===== config.mk =====
export PLATFORM = sky130hd
export DESIGN_NAME = pipe_hazard_ctrl
export DESIGN_NICKNAME = d
export VERILOG_FILES = /design/src/rtl/pipe_pkg.sv /design/src/rtl/pipe_scoreboard.sv /design/src/rtl/pipe_hazard_ctrl.sv
export SDC_FILE = /design/constraint.sdc
export NUM_CORES = 1
export LEC_CHECK = 0
export ABC_AREA = 1
export BUFFER_PORTS_ARGS = -buffer_cell sky130_fd_sc_hd__clkbuf_2
export CORE_UTILIZATION = 30
export DETAILED_ROUTE_END_ITERATION = 10
export PLACE_DENSITY = 0.62
export SKIP_CTS_REPAIR_TIMING = 1
export SYNTH_ARGS = -nofsm -noshare
export SYNTH_HDL_FRONTEND = slang
export SYNTH_SLANG_ARGS = --single-unit

===== constraint.sdc =====
create_clock -name clk -period 1.82 [get_ports clk]
set_input_delay 0.273 -clock clk [delete_from_list [all_inputs] [get_ports clk]]
set_output_delay 0.273 -clock clk [all_outputs]
set_load 0.02 [all_outputs]

===== src/rtl/pipe_pkg.sv =====
// Shared types, forwarding constants, state encoding and instruction decode
// for the 5-stage pipeline sequencing controller.
package pipe_pkg;

  localparam int REG_W = 5;
  typedef logic [REG_W-1:0] reg_idx_t;
  typedef logic [1:0]       fwd_sel_t;

  localparam fwd_sel_t FWD_ID  = 2'd0;
  localparam fwd_sel_t FWD_MEM = 2'd1;
  localparam fwd_sel_t FWD_WB  = 2'd2;

  typedef enum logic [1:0] {RUN, DRAIN, HALTED} state_e;

  typedef enum logic [2:0] {
    CLS_NONE, CLS_ALU, CLS_LOAD, CLS_STORE, CLS_BRANCH, CLS_JUMP, CLS_HALT
  } iclass_e;

  typedef struct packed {
    logic     valid;
    reg_idx_t dest;
    logic     is_load;
    logic     is_halt;
  } slot_t;

  typedef struct packed {
    reg_idx_t src_a;
    reg_idx_t src_b;
    reg_idx_t dest;
    iclass_e  cls;
  } dec_t;

  localparam logic [5:0] OP_RTYPE = 6'h00;
  localparam logic [5:0] OP_J     = 6'h02;
  localparam logic [5:0] OP_JAL   = 6'h03;
  localparam logic [5:0] OP_BEQ   = 6'h04;
  localparam logic [5:0] OP_BNE   = 6'h05;
  localparam logic [5:0] OP_ADDI  = 6'h08;
  localparam logic [5:0] OP_ANDI  = 6'h0C;
  localparam logic [5:0] OP_ORI   = 6'h0D;
  localparam logic [5:0] OP_LUI   = 6'h0F;
  localparam logic [5:0] OP_LW    = 6'h23;
  localparam logic [5:0] OP_SW    = 6'h2B;
  localparam logic [5:0] OP_HALT  = 6'h3F;

  localparam logic [5:0] FN_SLL  = 6'h00;
  localparam logic [5:0] FN_SRL  = 6'h02;
  localparam logic [5:0] FN_SLLV = 6'h04;
  localparam logic [5:0] FN_SRLV = 6'h06;
  localparam logic [5:0] FN_JR   = 6'h08;
  localparam logic [5:0] FN_JALR = 6'h09;
  localparam logic [5:0] FN_ADD  = 6'h20;
  localparam logic [5:0] FN_SUB  = 6'h22;
  localparam logic [5:0] FN_AND  = 6'h24;
  localparam logic [5:0] FN_OR   = 6'h25;
  localparam logic [5:0] FN_SLT  = 6'h2A;

  // Register index 0 doubles as "no operand": it can never create a hazard.
  function automatic dec_t decode(input logic [31:0] ir);
    dec_t d;
    d.src_a = '0;
    d.src_b = '0;
    d.dest  = '0;
    d.cls   = CLS_NONE;
    if (ir != 32'h0) begin
      case (ir[31:26])
        OP_RTYPE: begin
          case (ir[5:0])
            FN_ADD, FN_SUB, FN_AND, FN_OR, FN_SLT, FN_SLLV, FN_SRLV: begin
              d.src_a = ir[25:21];
              d.src_b = ir[20:16];
              d.dest  = ir[15:11];
              d.cls   = CLS_ALU;
            end
            FN_SLL, FN_SRL: begin
              d.src_a = ir[25:21];
              d.dest  = ir[15:11];
              d.cls   = CLS_ALU;
            end
            FN_JR: begin
              d.src_a = ir[25:21];
              d.cls   = CLS_JUMP;
            end
            FN_JALR: begin
              d.src_a = ir[25:21];
              d.dest  = ir[15:11];
              d.cls   = CLS_JUMP;
            end
            default: d.cls = CLS_NONE;
          endcase
        end
        OP_ADDI, OP_ANDI, OP_ORI, OP_LUI: begin
          d.src_a = ir[25:21];
          d.dest  = ir[20:16];
          d.cls   = CLS_ALU;
        end
        OP_LW: begin
          d.src_a = ir[25:21];
          d.dest  = ir[20:16];
          d.cls   = CLS_LOAD;
        end
        OP_SW: begin
          d.src_a = ir[25:21];
          d.src_b = ir[20:16];
          d.cls   = CLS_STORE;
        end
        OP_BEQ, OP_BNE: begin
          d.src_a = ir[25:21];
          d.cls   = CLS_BRANCH;
        end
        OP_J:    d.cls = CLS_JUMP;
        OP_JAL: begin
          d.dest = 5'd31;
          d.cls  = CLS_JUMP;
        end
        OP_HALT: d.cls = CLS_HALT;
        default: d.cls = CLS_NONE;
      endcase
    end
    return d;
  endfunction

endpackage


===== src/rtl/pipe_scoreboard.sv =====
// Three-slot destination scoreboard (EXE, MEM, WB) with hold, bubble and
// squash, plus the source-match comparators used for stalls and forwarding.
module pipe_scoreboard
  import pipe_pkg::*;
#(
  parameter int NREG = 32
) (
  input  logic     clk,
  input  logic     rst,
  input  logic     hold,
  input  logic     bubble,
  input  logic     squash_exe,
  input  slot_t    id_slot,
  input  reg_idx_t src_a,
  input  reg_idx_t src_b,
  output logic     exe_hit_a,
  output logic     exe_hit_b,
  output logic     mem_hit_a,
  output logic     mem_hit_b,
  output logic     exe_load,
  output logic     exe_halt,
  output logic     mem_halt
);

  slot_t exe_q, mem_q, wb_q;
  slot_t exe_d, mem_d, wb_d;

  always_comb begin
    exe_d = exe_q;
    mem_d = mem_q;
    wb_d  = wb_q;
    if (!hold) begin
      wb_d  = mem_q;
      mem_d = squash_exe ? '0 : exe_q;
      exe_d = bubble ? '0 : id_slot;
    end
  end

  always_ff @(posedge clk) begin
    if (rst) begin
      exe_q <= '0;
      mem_q <= '0;
      wb_q  <= '0;
    end else begin
      exe_q <= exe_d;
      mem_q <= mem_d;
      wb_q  <= wb_d;
    end
  end

  function automatic logic hit(input slot_t s, input reg_idx_t src);
    return s.valid && (s.dest != '0) && (src == s.dest) && (int'(s.dest) < NREG);
  endfunction

  assign exe_hit_a = hit(exe_q, src_a);
  assign exe_hit_b = hit(exe_q, src_b);
  assign mem_hit_a = hit(mem_q, src_a);
  assign mem_hit_b = hit(mem_q, src_b);
  assign exe_load  = exe_q.valid && exe_q.is_load;
  assign exe_halt  = exe_q.valid && exe_q.is_halt;
  assign mem_halt  = mem_q.valid && mem_q.is_halt;

  // The WB slot only exists so the pipe depth is tracked; nothing reads it.
  logic unused_wb;
  assign unused_wb = ^wb_q;

endmodule


===== src/rtl/pipe_hazard_ctrl.sv =====
// Stall, bubble, flush, forwarding and HALT-drain control for the 5-stage core.
// Define HAZARD_FORWARD_EN to enable forwarding (only load-use then stalls).
module pipe_hazard_ctrl
  import pipe_pkg::*;
#(
  parameter int WIDTH = 32,
  parameter int NREG  = 32
) (
  input  logic             clk,
  input  logic             rst,
  input  logic [WIDTH-1:0] ir_id,
  input  logic             id_valid,
  input  logic             branch_taken,
  output logic             stall_if,
  output logic             stall_id,
  output logic             bubble_exe,
  output logic             flush_id,
  output logic [1:0]       fwd_x,
  output logic [1:0]       fwd_y,
  output logic             halted
);

  dec_t     dec;
  slot_t    id_slot;
  state_e   state_q, state_d;
  fwd_sel_t fwd_x_q, fwd_x_d, fwd_y_q, fwd_y_d;
  logic     exe_hit_a, exe_hit_b, mem_hit_a, mem_hit_b;
  logic     exe_load, exe_halt, mem_halt;
  logic     raw_hazard, sb_hold, sb_bubble, squash_exe;

  assign dec = decode(ir_id[31:0]);

  always_comb begin
    id_slot         = '0;
    id_slot.valid   = 1'b1;
    id_slot.dest    = dec.dest;
    id_slot.is_load = (dec.cls == CLS_LOAD);
    id_slot.is_halt = (dec.cls == CLS_HALT);
  end

  assign sb_hold    = (state_q == HALTED);
  assign sb_bubble  = bubble_exe || flush_id || !id_valid;
  assign squash_exe = (state_q == DRAIN) && branch_taken && exe_halt;

  pipe_scoreboard #(.NREG(NREG)) u_sb (
    .clk       (clk),
    .rst       (rst),
    .hold      (sb_hold),
    .bubble    (sb_bubble),
    .squash_exe(squash_exe),
    .id_slot   (id_slot),
    .src_a     (dec.src_a),
    .src_b     (dec.src_b),
    .exe_hit_a (exe_hit_a),
    .exe_hit_b (exe_hit_b),
    .mem_hit_a (mem_hit_a),
    .mem_hit_b (mem_hit_b),
    .exe_load  (exe_load),
    .exe_halt  (exe_halt),
    .mem_halt  (mem_halt)
  );

`ifdef HAZARD_FORWARD_EN
  assign raw_hazard = exe_load && (exe_hit_a || exe_hit_b);

  // The select travels with the ID instruction, so only an advancing one sets it.
  always_comb begin
    fwd_x_d = FWD_ID;
    fwd_y_d = FWD_ID;
    if (!sb_bubble && !sb_hold) begin
      if (exe_hit_a)      fwd_x_d = FWD_MEM;
      else if (mem_hit_a) fwd_x_d = FWD_WB;
      if (exe_hit_b)      fwd_y_d = FWD_MEM;
      else if (mem_hit_b) fwd_y_d = FWD_WB;
    end
  end
`else
  assign raw_hazard = exe_hit_a || exe_hit_b || mem_hit_a || mem_hit_b;

  always_comb begin
    fwd_x_d = FWD_ID;
    fwd_y_d = FWD_ID;
  end

  logic unused_fwd;
  assign unused_fwd = exe_load;
`endif

  always_ff @(posedge clk) begin
    if (rst) begin
      state_q <= RUN;
      fwd_x_q <= FWD_ID;
      fwd_y_q <= FWD_ID;
    end else begin
      state_q <= state_d;
      fwd_x_q <= fwd_x_d;
      fwd_y_q <= fwd_y_d;
    end
  end

  // A taken branch seen while the HALT is in EXE is older, so the HALT dies.
  always_comb begin
    state_d = state_q;
    case (state_q)
      RUN: begin
        if (id_valid && (dec.cls == CLS_HALT) && !branch_taken) state_d = DRAIN;
      end
      DRAIN: begin
        if (branch_taken && exe_halt) state_d = RUN;
        else if (mem_halt)            state_d = HALTED;
      end
      HALTED:  state_d = HALTED;
      default: state_d = RUN;
    endcase
  end

  always_comb begin
    stall_if   = 1'b0;
    stall_id   = 1'b0;
    bubble_exe = 1'b0;
    flush_id   = 1'b0;
    halted     = 1'b0;
    if (state_q == HALTED) begin
      halted   = 1'b1;
      stall_if = 1'b1;
      stall_id = 1'b1;
    end else if (branch_taken) begin
      flush_id   = 1'b1;
      bubble_exe = 1'b1;
    end else if (state_q == DRAIN) begin
      stall_if   = 1'b1;
      flush_id   = 1'b1;
      bubble_exe = 1'b1;
    end else if (id_valid && raw_hazard) begin
      stall_if   = 1'b1;
      stall_id   = 1'b1;
      bubble_exe = 1'b1;
    end
  end

  assign fwd_x = fwd_x_q;
  assign fwd_y = fwd_y_q;

endmodule


Word-level counts from Yosys, hierarchy flattened
Index checks and enable logic that the tools add are counted.
{ "totals": {"wordCells": 105, "reg_bits": 17, "input_bits": 36} }
{ "classes": {"mux": 28, "eq_ne": 31, "reduce_logical": 38} }
{ "op_table": {"columns": ["operator", "n"], "rows": [
  ["$eq 6x6->1 const B", 8],
  ["$eq 6x4->1 const B", 6],
  ["$reduce_bool 32->1", 1],
  ["$eq 6x3->1 const B", 4],
  ["$pmux 3 s7", 1],
  ["$eq 5x5->1", 4],
  ["$pmux 5 s2", 2],
  ["$eq 6x2->1 const B", 3],
  ["$mux 18", 1],
  ["$mux 8", 2],
  ["$mux 5", 3],
  ["$pmux 5 s3", 1],
  ["$logic_and 1x1->1", 14],
  ["$mux 1", 13],
  ["$logic_not 6->1", 2],
  ["$reduce_or 11->1", 1],
  ["$reduce_bool 5->1", 2],
  ["$reduce_or 10->1", 1],
  ["$reduce_or 9->1", 1],
  ["$reduce_or 8->1", 1],
  ["$reduce_or 7->1", 1],
  ["$mux 2", 3],
  ["$pmux 2 s3", 1],
  ["$pmux 3 s2", 1],
  ["other kinds (13)", 20]
]} }

Depth between registers and ports, before layout
{ "depth": {"ltp_word": 18, "ltp_mapped": 19, "mapped_depth_nobuf": 19} }

Hierarchy
A second synthesis with hierarchy kept.
{ "unflattened": {"cells_unflattened": 319, "hier_area_um2": 1691.6} }
{ "modules_own_cells": {"columns": ["mod", "n_inst", "seq_area_each_um2", "cells_per_inst", "area_each_um2"], "rows": [
  ["pipe_scoreboard", 1, 300.3, 160, 950.9],
  ["pipe_hazard_ctrl", 1, 40.0, 159, 740.7]
]} }

Least setup slack after synthesis
OpenSTA, ideal clock, no wires.
{ "synth_timing": {"kind": "input to output", "start": "input ir_id[31]", "end": "output bubble_exe", "arrival_time_ns": 1.840, "cell_stages": 16, "path_buffers": 1, "setup_slack_ns": -0.293, "path_cell_list": "inv_1 > nand2_1 > nor2_1 > nand2_1 > inv_1 > buf_4 > nand3_1 > nand3_1 > nand2_1 > nor2_1 > nand2_1 > nand2_1 > nand2_2 > nand2_4 > a21oi_1 > a21oi_1"} }
{ "synth_via": {"elab_chain_len": 14, "elab_cells_between_ends": 30, "classes_between": "eq/ne (12); mux (7); reduce/logical (11)"} }
{ "synth_rtl": {"columns": ["item", "line_no", "text"], "rows": [
  ["from (decl)", "pipe_hazard_ctrl.sv:11", "input logic [WIDTH-1:0] ir_id,"],
  ["$eq 6x6->1 (tied with other cells)", "pipe_pkg.sv:66", "case (ir[31:26])"],
  ["$reduce_or 8->1 (no source line)", null, null],
  ["$pmux 5 s2", "pipe_pkg.sv:66", null],
  ["$mux 18 (*)", "pipe_pkg.sv:65", "if (ir != 32'h0) begin"],
  ["$eq 5x5->1", "pipe_scoreboard.sv:52", "return s.valid && (s.dest != '0) && (src == s.dest) && (int'(s.dest) < NREG);"],
  ["$logic_and 1x1->1", "pipe_scoreboard.sv:52", null],
  ["$logic_or 1x1->1 (2 in a row)", "pipe_hazard_ctrl.sv:78", "assign raw_hazard = exe_hit_a || exe_hit_b || mem_hit_a || mem_hit_b;"],
  ["$logic_or 1x1->1 (*)", "pipe_hazard_ctrl.sv:78", null],
  ["$logic_and 1x1->1 (*)", "pipe_hazard_ctrl.sv:134", "end else if (id_valid && raw_hazard) begin"],
  ["$mux 1 (*)", "pipe_hazard_ctrl.sv:134", null],
  ["$mux 1 (*)", "pipe_hazard_ctrl.sv:130", "end else if (state_q == DRAIN) begin"],
  ["$mux 1 (*)", "pipe_hazard_ctrl.sv:127", "end else if (branch_taken) begin"],
  ["$mux 1 (*)", "pipe_hazard_ctrl.sv:123", "if (state_q == HALTED) begin"],
  ["to (decl)", "pipe_hazard_ctrl.sv:16", "output logic bubble_exe,"]
]} }
Mark *: on every way between the ends. The rest lies on a longest branch, timed or not.

Worst setup path in the final report
{ "layout_timing": {"start": "input ir_id[0]", "end": "output bubble_exe"} }
{ "layout_via": {"elab_chain_len": 15, "elab_cells_between_ends": 35, "classes_between": "eq/ne (14); mux (9); reduce/logical (12)"} }
{ "layout_rtl": {"columns": ["item", "line_no", "text"], "rows": [
  ["$eq 6x4->1 (tied with other cells)", "pipe_pkg.sv:68", "case (ir[5:0])"],
  ["$reduce_or 11->1 (no source line) or $reduce_or 7->1 (tied branches)", null, null],
  ["$mux 5", "pipe_pkg.sv:68", null],
  ["$pmux 5 s2", "pipe_pkg.sv:66", null],
  ["$mux 18 (*)", "pipe_pkg.sv:65", null],
  ["$eq 5x5->1", "pipe_scoreboard.sv:52", null],
  ["$logic_and 1x1->1", "pipe_scoreboard.sv:52", null],
  ["$logic_or 1x1->1 (2 in a row)", "pipe_hazard_ctrl.sv:78", null],
  ["$logic_or 1x1->1 (*)", "pipe_hazard_ctrl.sv:78", null],
  ["$logic_and 1x1->1 (*)", "pipe_hazard_ctrl.sv:134", null],
  ["$mux 1 (*)", "pipe_hazard_ctrl.sv:134", null],
  ["$mux 1 (*)", "pipe_hazard_ctrl.sv:130", null],
  ["$mux 1 (*)", "pipe_hazard_ctrl.sv:127", null],
  ["$mux 1 (*)", "pipe_hazard_ctrl.sv:123", null]
]} }
Marks and branches as above.

==> metrics.md <==
| Metric | Value |
|---|---|
| Status | `finished with violations` |
| Violated checks | `setup timing` |
| Reg2reg path depth | `13` |
| Std cell rows | `26` |
| Vias in the first global route | `1,802` |
| Max cap viols | `0` |
| Critical path's most frequent cell | `nand2_1` |
| Via count | `2,002` |
| Avg WL per Cell | `11.47 um` |
| Cells after Synth | `283` |
| Synthesized area | `1648 um^2` |
| Final setup vio count | `10` |
| Yosys top cell area share | `0.1944` |
| RSZ-0062 raised after global routing | `true` |
| FMAX | `419.3 MHz` |
| Worst Skew | `0.001624 ns` |
| Clock sink count | `16` |
| Gr usage total | `0.1631` |
| Top Ports | `45` |
| Drt total wl | `4.785 mm` |
| P&R area growth vs syn | `41.53%` |
| Share of cells above drive strength 1 | `0.3429` |
| Sink of the worst hold path | `u_sb.exe_q[7]$_SDFFE_PP0N_` |
| Max Buffers Root-to-Sink | `2` |
| Synth top area cells | `dfxtp_1 19%, nand3_1 16%, nand2_1 15%` |
| Synth area leader | `dfxtp_1` |
| Antenna viol nets, final | `0` |
| Fin crit period | `2.385 ns` |
| Setup ws final | `-0.5647 ns` |
| Final max-slew violation count | `0` |
| Number of synthesized flops with an enable pin | `0` |
| Critical R2R Launch | `u_sb.mem_q[5]$_SDFFE_PP0N_` |
| Most used DFF post-synth | `dfxtp_1` |
| Crit Path Class | `input port to output port` |
| #FFs+latches synth | `16` |
| Vias per std cell | `4.801` |
| Reg2reg setup slack | `0.27 ns` |
| Die Wd | `76.12 um` |
| CTS Buf Count | `3` |
| Critical path cell sequence | `buf_2 -> inv_4 -> nand3_2 -> nor2_1 -> nor2_2 -> nand3_2 -> nand2_4 -> nand3_4 -> buf_6 -> nand3_2 -> nand2_1 -> nand2_1 -> nor2_1 -> nand2_1 -> nand2_1 -> nand2_2 -> nand2_4 -> a21oi_4 -> a21oi_4 -> buf_6` |
| Slowest CP cell | `a21oi_4` |
| Chip Height | `76.12 um` |
| Largest net degree at the start of global routing | `19` |
| IO buf count | `35` |
| Synthesis Warnings | `0` |
| Lkg Pwr | `1.131 nW` |
| Seq/Total Area, Yosys | `0.1944` |
| Final layout net count | `384` |
| Critical Path Source Type | `input port` |
| Worst path top cell family by delay | `simple AND/OR/NAND/NOR gates` |
| Crit path DAT | `2.11 ns` |
| PD cells | `395.8 nW/um^2` |
| Core Footprint | `5205 um^2` |
| Initial antenna violation count | `0` |
| Type of the most critical hold path | `input port to flip-flop` |
| DPL Wire Length | `3.757 mm` |
| Worst setup EP type | `output port` |
| Hold Crit Depth | `2` |
| CP Max Fanout | `6` |
| Synth cell types | `32` |
| Worst VDD drop | `0.4986 mV` |
| First-pass GRT wire length | `8.059 mm` |
| Crit share post-route | `1.310` |
| CTS tree | `yes` |
| H-tree depth | `1` |
| RR Endpoint | `u_sb.exe_q[6]$_SDFFE_PP0N_` |
| Routability congestion estimate | `0.8306` |
| Worst path required time | `1.55 ns` |
| Min-Delay Startpoint | `rst` |
| Reg clk slew, reported paths | `0.07 ns` |
| Initial core utilization | `0.3166` |
| Die area | `5793 um^2` |
| Remaining global-route overflow | `0` |
| Crit path largest cell delay | `0.21 ns` |
| Clock root cell | `clkbuf_8` |
| Inserted Diodes | `0` |
| Ys async rst share | `0` |
| Iter 0 DRT Violations | `132` |
| Final hold violations | `0` |
| Total power | `0.9231 mW` |
| DRT Pass-1 Iters | `4` |
| Final hold slack | `0.3944 ns` |
| Avg Synthesized Cell Area | `5.823 um^2` |
| CP bufs+invs | `4` |
| Post-route DRC | `0` |
| Worst-Skew Late Latency | `0.24 ns` |
-- cells by family after synthesis --
group	synth area share
AND/OR/NAND/NOR	0.5292
AO/OA/AOI/OAI	0.1481
buffers and inverters	0.1109
flip-flops	0.1944
XOR/XNOR	0.01519
other	0.002276
-- state kept, by name, summed over array words and instances (netlist names) --
name / count
state_q: 2
u_sb.exe_q: 7
u_sb.mem_q: 7
-- cell usage in the layout (no fill, tap or decap), drive strengths merged --
| cell type | instances |
|---|---|
| o21a | 1 |
| xor2 | 1 |
| dfxtp | 16 |
| nor2 | 31 |
| a21oi | 25 |
| o21ai | 10 |
| clkbuf | 32 |
| o41ai | 1 |
| conb | 4 |
| or2 | 1 |
| buf | 37 |
| o211ai | 1 |
| inv | 35 |
| nand4 | 11 |
| a211oi | 6 |
| nor3 | 2 |
| nand3b | 2 |
| nor4 | 1 |
| xnor2 | 1 |
| nand2 | 74 |
| nand3 | 55 |
-- report_power, final --
part	total, mW	internal [mW]	switching (mW)
sequential	0.357	0.353	0.00387
clock	0.317	0.192	0.125
combinational	0.249	0.101	0.148
total	0.923	0.646	0.277
-- synth_stat cells (2+ instances only) --
library cell / number
o21ai_1: 5
nand2_4: 3
a21oi_1: 25
a211oi_1: 6
buf_4: 5
clkbuf_1: 3
nand2_2: 4
nand2_1: 66
inv_1: 33
nor2_1: 27
nand4_1: 10
nor2_2: 3
dfxtp_1: 16
nand3b_1: 2
nand3_1: 53
nor3_1: 2
o21ai_0: 5
-- how the worst max path moves through the flow --
stage	from	to	slack [ns]	cells after the start
floorplan	ir_id[4]	bubble_exe	-0.17	17
finish	ir_id[0]	bubble_exe	-0.56	20
global route	ir_id[2]	bubble_exe	-0.72	20
CTS	ir_id[4]	bubble_exe	-0.55	19
detailed placement	ir_id[30]	bubble_exe	-0.54	18
global placement	ir_id[31]	bubble_exe	-0.55	19
-- area by class of cell --
cell class	count	area, um^2
fill	570	2873
multi-input combinational	227	1289
timing repair buffer	65	441.7
sequential	16	320.3
inverter	35	138.9
tap	70	87.58
clock buffer	4	55.05
-- per-stage QoR --
| step | std cells | TNS (ns) | area, um^2 | setup WS, ns | utilization |
|---|---|---|---|---|---|
| after detailed placement | 407 | -3.928 | 2102 | -0.5364 | 0.4038 |
| after CTS | 411 | -2.179 | 2157 | -0.5467 | 0.4144 |
| after global placement | 407 | -3.974 | 2102 | -0.5459 | 0.4038 |
| after floorplan | 286 | -0.4566 | 1708 | -0.1651 | - |
| final | 417 | -2.624 | 2332 | -0.5647 | 0.4481 |
| after global routing | 417 | -4.316 | 2332 | -0.7188 | 0.4481 |
-- per-layer routing --
metal / vias to the layer above / global-route usage / routed length, um
met5: - / 0 / 0
met4: 0 / 0.03269 / 46
met3: 4 / 0.01437 / 129
met2: 40 / 0.2664 / 2208
met1: 888 / 0.2329 / 2401
li1: 1070 / - / -
Note: power is estimated with default switching activity, not from simulation.
